### config.mk
export PLATFORM = sky130hd
export DESIGN_NAME = pipeline_latectl_flat
export DESIGN_NICKNAME = d
export VERILOG_FILES = /design/src/rtl/pipeline_latectl_if.sv /design/src/rtl/pipeline_latectl.sv /design/src/flat_wrapper.sv
export SDC_FILE = /design/constraint.sdc
export NUM_CORES = 1
export LEC_CHECK = 0
export ABC_AREA = 0
export CAP_MARGIN = 20
export CORE_AREA = 5 5 111 113
export CTS_CLUSTER_DIAMETER = 200
export DETAILED_ROUTE_END_ITERATION = 8
export DIE_AREA = 0 0 116 118
export DONT_BUFFER_PORTS = 1
export PLACE_DENSITY = 0.68
export SLEW_MARGIN = 20
export SYNTH_ARGS = -nofsm -noshare
export SYNTH_HDL_FRONTEND = slang
export SYNTH_SLANG_ARGS = --single-unit
### constraint.sdc
create_clock -name clk -period 10.65 [get_ports clk]
set_clock_uncertainty 0.15 [all_clocks]
set_input_delay 1.065 -clock clk [delete_from_list [all_inputs] [get_ports clk]]
set_output_delay 1.065 -clock clk [all_outputs]
set_load 0.02 [all_outputs]
### src/rtl/pipeline_latectl_if.sv
// Decode, late-ALU, writeback and scoreboard signals of the late-ALU issue controller.
// The controller connects through the slave modport; its environment uses master.
interface pipeline_latectl_if;
  // Valid/ready: a transfer happens on a rising clk edge where both valid and
  // ready are high; the offering side holds its payload stable until then.
  logic        in_valid;
  logic        in_ready;
  logic [5:0]  in_op;
  logic [31:0] in_a0;
  logic [31:0] in_a1;
  logic [4:0]  in_rd;

  logic [5:0]  alu_op;
  logic [31:0] alu_a0;
  logic [31:0] alu_a1;
  logic [31:0] alu_result;
  logic [31:0] alu_hi;
  logic [31:0] alu_lo;

  logic        wb_valid;
  logic [4:0]  wb_rd;
  logic [31:0] wb_data;
  logic        wb_ready;

  logic [4:0]  sb_rd;
  logic        sb_hit;
  logic        bad_op;

  modport slave (
    input  in_valid, in_op, in_a0, in_a1, in_rd,
    output in_ready,
    output alu_op, alu_a0, alu_a1,
    input  alu_result, alu_hi, alu_lo,
    output wb_valid, wb_rd, wb_data,
    input  wb_ready,
    input  sb_rd,
    output sb_hit, bad_op
  );

  modport master (
    output in_valid, in_op, in_a0, in_a1, in_rd,
    input  in_ready,
    input  alu_op, alu_a0, alu_a1,
    output alu_result, alu_hi, alu_lo,
    input  wb_valid, wb_rd, wb_data,
    output wb_ready,
    output sb_rd,
    input  sb_hit, bad_op
  );
endinterface

### src/rtl/pipeline_latectl.sv
// Two-stage issue/writeback controller for the late ALU (shift, mult, mthi/mtlo,
// mfhi/mflo) with a destination scoreboard for decode stalls.
module pipeline_latectl (
  input  logic               clk,
  input  logic               rst,
  pipeline_latectl_if.slave  bus
);

  localparam logic [5:0] OP_SRL  = 6'd2;
  localparam logic [5:0] OP_SRA  = 6'd3;
  localparam logic [5:0] OP_MTLO = 6'd6;
  localparam logic [5:0] OP_MFHI = 6'd7;
  localparam logic [5:0] OP_MFLO = 6'd8;

  function automatic logic op_supported(input logic [5:0] op);
    return (op >= OP_SRL) && (op <= OP_MFLO);
  endfunction

  function automatic logic op_to_alu(input logic [5:0] op);
    return (op >= OP_SRL) && (op <= OP_MTLO);
  endfunction

  function automatic logic op_writes(input logic [5:0] op);
    return (op == OP_SRL) || (op == OP_SRA) || (op == OP_MFHI) || (op == OP_MFLO);
  endfunction

  // E1 stage
  logic        e1_valid_q, e1_valid_d;
  logic [5:0]  e1_op_q,    e1_op_d;
  logic [31:0] e1_a0_q,    e1_a0_d;
  logic [31:0] e1_a1_q,    e1_a1_d;
  logic [4:0]  e1_rd_q,    e1_rd_d;

  // E2 stage
  logic        e2_valid_q,   e2_valid_d;
  logic [4:0]  e2_rd_q,      e2_rd_d;
  logic        e2_is_hilo_q, e2_is_hilo_d;
  logic [31:0] e2_hilo_q,    e2_hilo_d;

  logic        bad_op_q, bad_op_d;

  logic stall;
  logic e1_adv;
  logic in_ready;
  logic accept;
  logic e2_load;

  always_comb begin
    stall    = e2_valid_q & ~bus.wb_ready;
    e1_adv   = e1_valid_q & ~stall;
    in_ready = ~e1_valid_q | e1_adv;
    accept   = bus.in_valid & in_ready;
    // rd=0 writers still execute in the ALU but never occupy the write port.
    e2_load  = e1_adv & op_writes(e1_op_q) & (e1_rd_q != 5'd0);
  end

  always_comb begin
    e1_valid_d = e1_valid_q;
    e1_op_d    = e1_op_q;
    e1_a0_d    = e1_a0_q;
    e1_a1_d    = e1_a1_q;
    e1_rd_d    = e1_rd_q;
    if (accept && op_supported(bus.in_op)) begin
      e1_valid_d = 1'b1;
      e1_op_d    = bus.in_op;
      e1_a0_d    = bus.in_a0;
      e1_a1_d    = bus.in_a1;
      e1_rd_d    = bus.in_rd;
    end else if (e1_adv) begin
      e1_valid_d = 1'b0;
    end
  end

  // HI/LO is sampled while the mfhi/mflo sits in E1, so a mult/mthi/mtlo one
  // slot ahead has already updated it; no HI/LO interlock is required.
  always_comb begin
    e2_valid_d   = e2_valid_q;
    e2_rd_d      = e2_rd_q;
    e2_is_hilo_d = e2_is_hilo_q;
    e2_hilo_d    = e2_hilo_q;
    if (e2_load) begin
      e2_valid_d   = 1'b1;
      e2_rd_d      = e1_rd_q;
      e2_is_hilo_d = (e1_op_q == OP_MFHI) || (e1_op_q == OP_MFLO);
      e2_hilo_d    = (e1_op_q == OP_MFHI) ? bus.alu_hi : bus.alu_lo;
    end else if (!stall) begin
      e2_valid_d = 1'b0;
    end
  end

  always_comb begin
    bad_op_d = bad_op_q | (accept & ~op_supported(bus.in_op));
  end

  always_ff @(posedge clk) begin
    if (rst) begin
      e1_valid_q <= 1'b0;
      e2_valid_q <= 1'b0;
      bad_op_q   <= 1'b0;
    end else begin
      e1_valid_q <= e1_valid_d;
      e2_valid_q <= e2_valid_d;
      bad_op_q   <= bad_op_d;
    end
  end

  // Payload registers are qualified by the valid bits and need no reset.
  always_ff @(posedge clk) begin
    e1_op_q      <= e1_op_d;
    e1_a0_q      <= e1_a0_d;
    e1_a1_q      <= e1_a1_d;
    e1_rd_q      <= e1_rd_d;
    e2_rd_q      <= e2_rd_d;
    e2_is_hilo_q <= e2_is_hilo_d;
    e2_hilo_q    <= e2_hilo_d;
  end

  // While stalled alu_op stays 0, so result_out holds the value E2 is waiting to write.
  always_comb begin
    bus.in_ready = in_ready;
    bus.alu_op   = (e1_valid_q & ~stall & ~rst & op_to_alu(e1_op_q)) ? e1_op_q : 6'd0;
    bus.alu_a0   = e1_a0_q;
    bus.alu_a1   = e1_a1_q;
    bus.wb_valid = e2_valid_q;
    bus.wb_rd    = e2_rd_q;
    bus.wb_data  = e2_is_hilo_q ? e2_hilo_q : bus.alu_result;
    bus.bad_op   = bad_op_q;
    bus.sb_hit   = (bus.sb_rd != 5'd0) &
                   ((e1_valid_q & op_writes(e1_op_q) & (e1_rd_q == bus.sb_rd)) |
                    (e2_valid_q & (e2_rd_q == bus.sb_rd)));
  end

endmodule

### src/flat_wrapper.sv
// flat-port wrapper written by rule: the top's interface ports become plain ports
module pipeline_latectl_flat 
  (clk, rst, bus_in_valid, bus_in_op, bus_in_a0, bus_in_a1, bus_in_rd, bus_in_ready, bus_alu_op, bus_alu_a0, bus_alu_a1, bus_alu_result, bus_alu_hi, bus_alu_lo, bus_wb_valid, bus_wb_rd, bus_wb_data, bus_wb_ready, bus_sb_rd, bus_sb_hit, bus_bad_op);
  pipeline_latectl_if bus_i ();
  input  logic clk;
  input  logic rst;
  input wire logic [$bits(bus_i.in_valid)-1:0] bus_in_valid;
  input wire logic [$bits(bus_i.in_op)-1:0] bus_in_op;
  input wire logic [$bits(bus_i.in_a0)-1:0] bus_in_a0;
  input wire logic [$bits(bus_i.in_a1)-1:0] bus_in_a1;
  input wire logic [$bits(bus_i.in_rd)-1:0] bus_in_rd;
  output wire logic [$bits(bus_i.in_ready)-1:0] bus_in_ready;
  output wire logic [$bits(bus_i.alu_op)-1:0] bus_alu_op;
  output wire logic [$bits(bus_i.alu_a0)-1:0] bus_alu_a0;
  output wire logic [$bits(bus_i.alu_a1)-1:0] bus_alu_a1;
  input wire logic [$bits(bus_i.alu_result)-1:0] bus_alu_result;
  input wire logic [$bits(bus_i.alu_hi)-1:0] bus_alu_hi;
  input wire logic [$bits(bus_i.alu_lo)-1:0] bus_alu_lo;
  output wire logic [$bits(bus_i.wb_valid)-1:0] bus_wb_valid;
  output wire logic [$bits(bus_i.wb_rd)-1:0] bus_wb_rd;
  output wire logic [$bits(bus_i.wb_data)-1:0] bus_wb_data;
  input wire logic [$bits(bus_i.wb_ready)-1:0] bus_wb_ready;
  input wire logic [$bits(bus_i.sb_rd)-1:0] bus_sb_rd;
  output wire logic [$bits(bus_i.sb_hit)-1:0] bus_sb_hit;
  output wire logic [$bits(bus_i.bad_op)-1:0] bus_bad_op;
  assign bus_i.in_valid = bus_in_valid;
  assign bus_i.in_op = bus_in_op;
  assign bus_i.in_a0 = bus_in_a0;
  assign bus_i.in_a1 = bus_in_a1;
  assign bus_i.in_rd = bus_in_rd;
  assign bus_in_ready = bus_i.in_ready;
  assign bus_alu_op = bus_i.alu_op;
  assign bus_alu_a0 = bus_i.alu_a0;
  assign bus_alu_a1 = bus_i.alu_a1;
  assign bus_i.alu_result = bus_alu_result;
  assign bus_i.alu_hi = bus_alu_hi;
  assign bus_i.alu_lo = bus_alu_lo;
  assign bus_wb_valid = bus_i.wb_valid;
  assign bus_wb_rd = bus_i.wb_rd;
  assign bus_wb_data = bus_i.wb_data;
  assign bus_i.wb_ready = bus_wb_ready;
  assign bus_i.sb_rd = bus_sb_rd;
  assign bus_sb_hit = bus_i.sb_hit;
  assign bus_bad_op = bus_i.bad_op;
  pipeline_latectl u_core (.clk(clk), .rst(rst), .bus(bus_i));
endmodule
==> summary.txt <==
status -> finished, final reports clean
Core Box Area -> 0.01122 mm2
Area growth syn-to-layout -> 16.22%
Worst Tran Pin Value -> 0.7116 ns
mux contribution to synthesized area -> 15.73%
filler instances -> 938
HP Class -> flip-flop to flip-flop
Worst Setup Start Kind -> input pin
CP Max Fanout -> 3
ys async rst share -> 0%
Crit path max-delay family -> simple AND/OR/NAND/NOR gates
DR vias/cell -> 5.402
vias in the first global route -> 2521
CTS Hold Buffers Added -> 0
RSZ-0062 raised after global routing -> no
wire per inst -> 26.93 um
Placed Instances -> 383
final hold vios -> 0
fin cells -> 415
setup TNS -> 0 ns
Critical Path End Type -> output pin
Tot GR Track Use -> 15.90%
Crit-path slowest cell -> or4_1
Pint -> 0.0008510 W
Root Driver -> clkbuf_16
fmax -> 0.2919 GHz
R2R Setup Slk -> 7.99 ns
Vias -> 2242
Die W -> 116 um
Initial Util -> 40.82%
clock sink count -> 116
drt drc -> 0
Seq cells post-synth -> 116
CP Data Required Time -> 9.44 ns
power per cell area -> 206.1 mW/mm2
Crit path arrival time -> 2.21 ns
Main synth FF type -> edfxtp_1
r2r startpoint -> u_core.bus.wb_valid$_SDFFE_PP0P_
dpl hpwl -> 8740 um
Sw Share -> 22.47%
final worst-path cycle share -> 32.17%
Comb pwr share -> 2.9%
aggregate routed wire length -> 11180 um
clock power share -> 49.1%
Reg power frac -> 48.0%
antenna-violating nets left -> 0
Slew Limit Fails -> 0
setup violators final -> 0
GP Congestion -> 0.8119
Post-synth EDFFs -> 113
Worst Hold End -> u_core.bus.wb_rd[3]$_DFFE_PP_
Detailed Routing Iterations Pass 1 -> 6
Clock Path Buffers -> 2
Worst slew margin -> 52.45%
die area -> 0.01369 mm2
initial antenna violation count -> 0
WHS Path Cells -> 0
start point of the worst hold path -> u_core.e1_rd_q[3]$_DFFE_PP_
first-pass GRT wire length -> 15330 um
cts bufs inserted -> 17
Worst Path Buf+Inv -> 0
synthesized area -> 0.004582 mm2
Syn Inst Count -> 244
# Max-Cap Violations -> 0
row cnt -> 39
PortBufs -> 0
post-synthesis sequential area ratio -> 75.37%
nets -> 439
Antenna diodes -> 0
Peak VDD IR -> 0.0001258 V
worst r2r path cells -> 4
layout cells sized above 1 -> 37.50%
total grt overflow -> 0
post-synthesis adder-cell area fraction -> 0%
Clk pin slew, worst setup/hold paths -> 0.06 ns
largest net degree at the start of global routing -> 50
cts repair resizes -> 0
Syn. warnings -> 0
max incr delay on CP -> 0.58 ns
postcts setup bufs -> 0
worst path cell trace -> or2b_1 -> nand2_1 -> or4_1 -> nor2_1
Net Switching -> 0.0002466 W
leakage power figure -> 1.733 nW
chip height -> 118 um
post-synth cell types -> 34
Synth Area in XOR/XNOR -> 1.912%
Post-Synth Simple-Gate Area -> 3.878%
DR iter-0 viols -> 159
largest family of logic cells by synthesized area -> multiplexers
TritonCTS clock tree -> yes
r2r endpoint -> u_core.e1_op_q[3]$_DFFE_PP_
Worst Setup Slack, final -> 7.224 ns
post-place setup slack -> 6.894 ns
I/O pin total -> 291
Avg Synthesized Cell Area -> 18.78 um2
Synth Area in Compound Gates -> 1.557%
Clock Latency Late Sink -> 0.40 ns
Final min period -> 3.426 ns
H-tree levels -> 4
critical path type -> input pin to output pin
[cell families (layout without fill, tap and decap cells)]
family                    after synthesis  in the layout
other                                   1              3
DFF                                   116            116
buffers and inverters                  14             40
AOI/OAI and AO/OA                      10             10
muxes                                  64             64
xor gates and xnor gates               10             10
and+or+nand+nor                        29             29
[cell type report]
type	instances	area, um2	share of cell area [%]
clock buffer	17	425.4	7.989
clock inverter	15	146.4	2.749
inverter	4	15.01	0.2820
multi-input combinational	116	1076	20.21
sequential	116	3453	64.85
tap	143	178.9	3.360
timing repair buffer	4	30.03	0.5639
[sequential cells by signal, indices dropped and copies added, names as in the netlist]
register and cells:
u_core.bus.alu_a1 32, u_core.bus.bad_op 1, u_core.bus.wb_valid 1, u_core.bus.alu_a0 32
u_core.e2_hilo_q 32, u_core.bus.wb_rd 5, u_core.e1_op_q 6, u_core.e2_is_hilo_q 1
u_core.e1_rd_q 5, u_core.e1_valid_q 1
[cell usage in the layout (no fill, tap or decap), drive strengths merged]
cell	instances
a211o	1
a21oi	1
a31o	1
a31oi	1
and2	1
and3	1
buf	4
bufinv	1
clkbuf	17
clkinv	4
clkinvlp	3
conb	3
dfxtp	3
edfxtp	113
inv	11
mux2	64
nand2	5
nand2b	1
nand3	1
nand3b	1
nand4	2
nor2	8
nor3	1
nor4	2
nor4b	1
o211ai	1
o21a	2
o21ai	1
o21bai	1
o31ai	1
or2b	1
or4	2
or4b	2
xnor2	2
xor2	8
[metrics by stage]
step	cell area [um2]	power [W]	hold WS (ns)	util, %
finish	5325	0.001098	0.3641	47.45
global route	5325	0.001141	0.3797	47.45
CTS	5325	0.001112	0.3616	47.45
detailed placement	4753	0.0005691	0.3480	42.35
global placement	4753	0.0005694	0.3539	42.35
floorplan	4589	0.0005622	0.3119	-
[power groups by stage]
stage | Sequential, W | Combinational, W | Clock [W]
final | 0.000527 | 0.0000321 | 0.000538
after global routing | 0.000528 | 0.0000345 | 0.000578
after CTS | 0.000527 | 0.0000329 | 0.000551
after detailed placement | 0.000536 | 0.0000327 | 0
after global placement | 0.000537 | 0.0000325 | 0
after floorplan | 0.000534 | 0.0000281 | 0
[layer usage]
metal / global-route usage, % / wire length (um) / vias up / part of all wire [%]
met5: 0 / 0 / - / 0
met4: 6.454 / 106 / 0 / 0.95
met3: 8.586 / 1445 / 7 / 13
met2: 28.45 / 6140 / 200 / 55
met1: 14.70 / 3485 / 1057 / 31
li1: - / - / 978 / -
[worst max path at each step]
stage                  from                              to  slack [ns]  cells past startpoint
2_1_floorplan  bus_in_op[2]  u_core.bus.alu_a0[0]$_DFFE_PP_        4.97                      3
3_3_place_gp   bus_in_op[2]  u_core.bus.alu_a0[3]$_DFFE_PP_        6.93                      4
3_5_place_dp   bus_in_op[2]  u_core.bus.alu_a0[3]$_DFFE_PP_        6.89                      4
4_1_cts        bus_wb_ready                   bus_alu_op[0]        7.22                      4
5_1_grt        bus_wb_ready                   bus_alu_op[0]        7.17                      4
6_report       bus_wb_ready                   bus_alu_op[0]        7.22                      4
[worst register-to-register path, cell delays in order (launching register included)]
cell,delay (ns)
dfxtp_1,0.40
nand3b_1,0.36
nand2_1,0.17
nor2_4,0.58
buf_4,0.61
[cell usage after synthesis, types with 2 or more instances]
cell        n  area [um2]
nor4_1      2       12.51
nor2_1      8       30.03
mux2_2     64       720.7
o21a_1      2       15.01
edfxtp_1  113        3393
xnor2_1     2       17.52
xor2_1      8       70.07
buf_1       3       11.26
nand4_1     2       12.51
or4b_1      2       20.02
inv_1       4       15.01
nand2_1     5       18.77
dfxtp_1     3       60.06
buf_4       3       22.52
or4_1       2       15.01
buf_2       3       15.01
No activity file was read; power rests on OpenSTA's default activity.
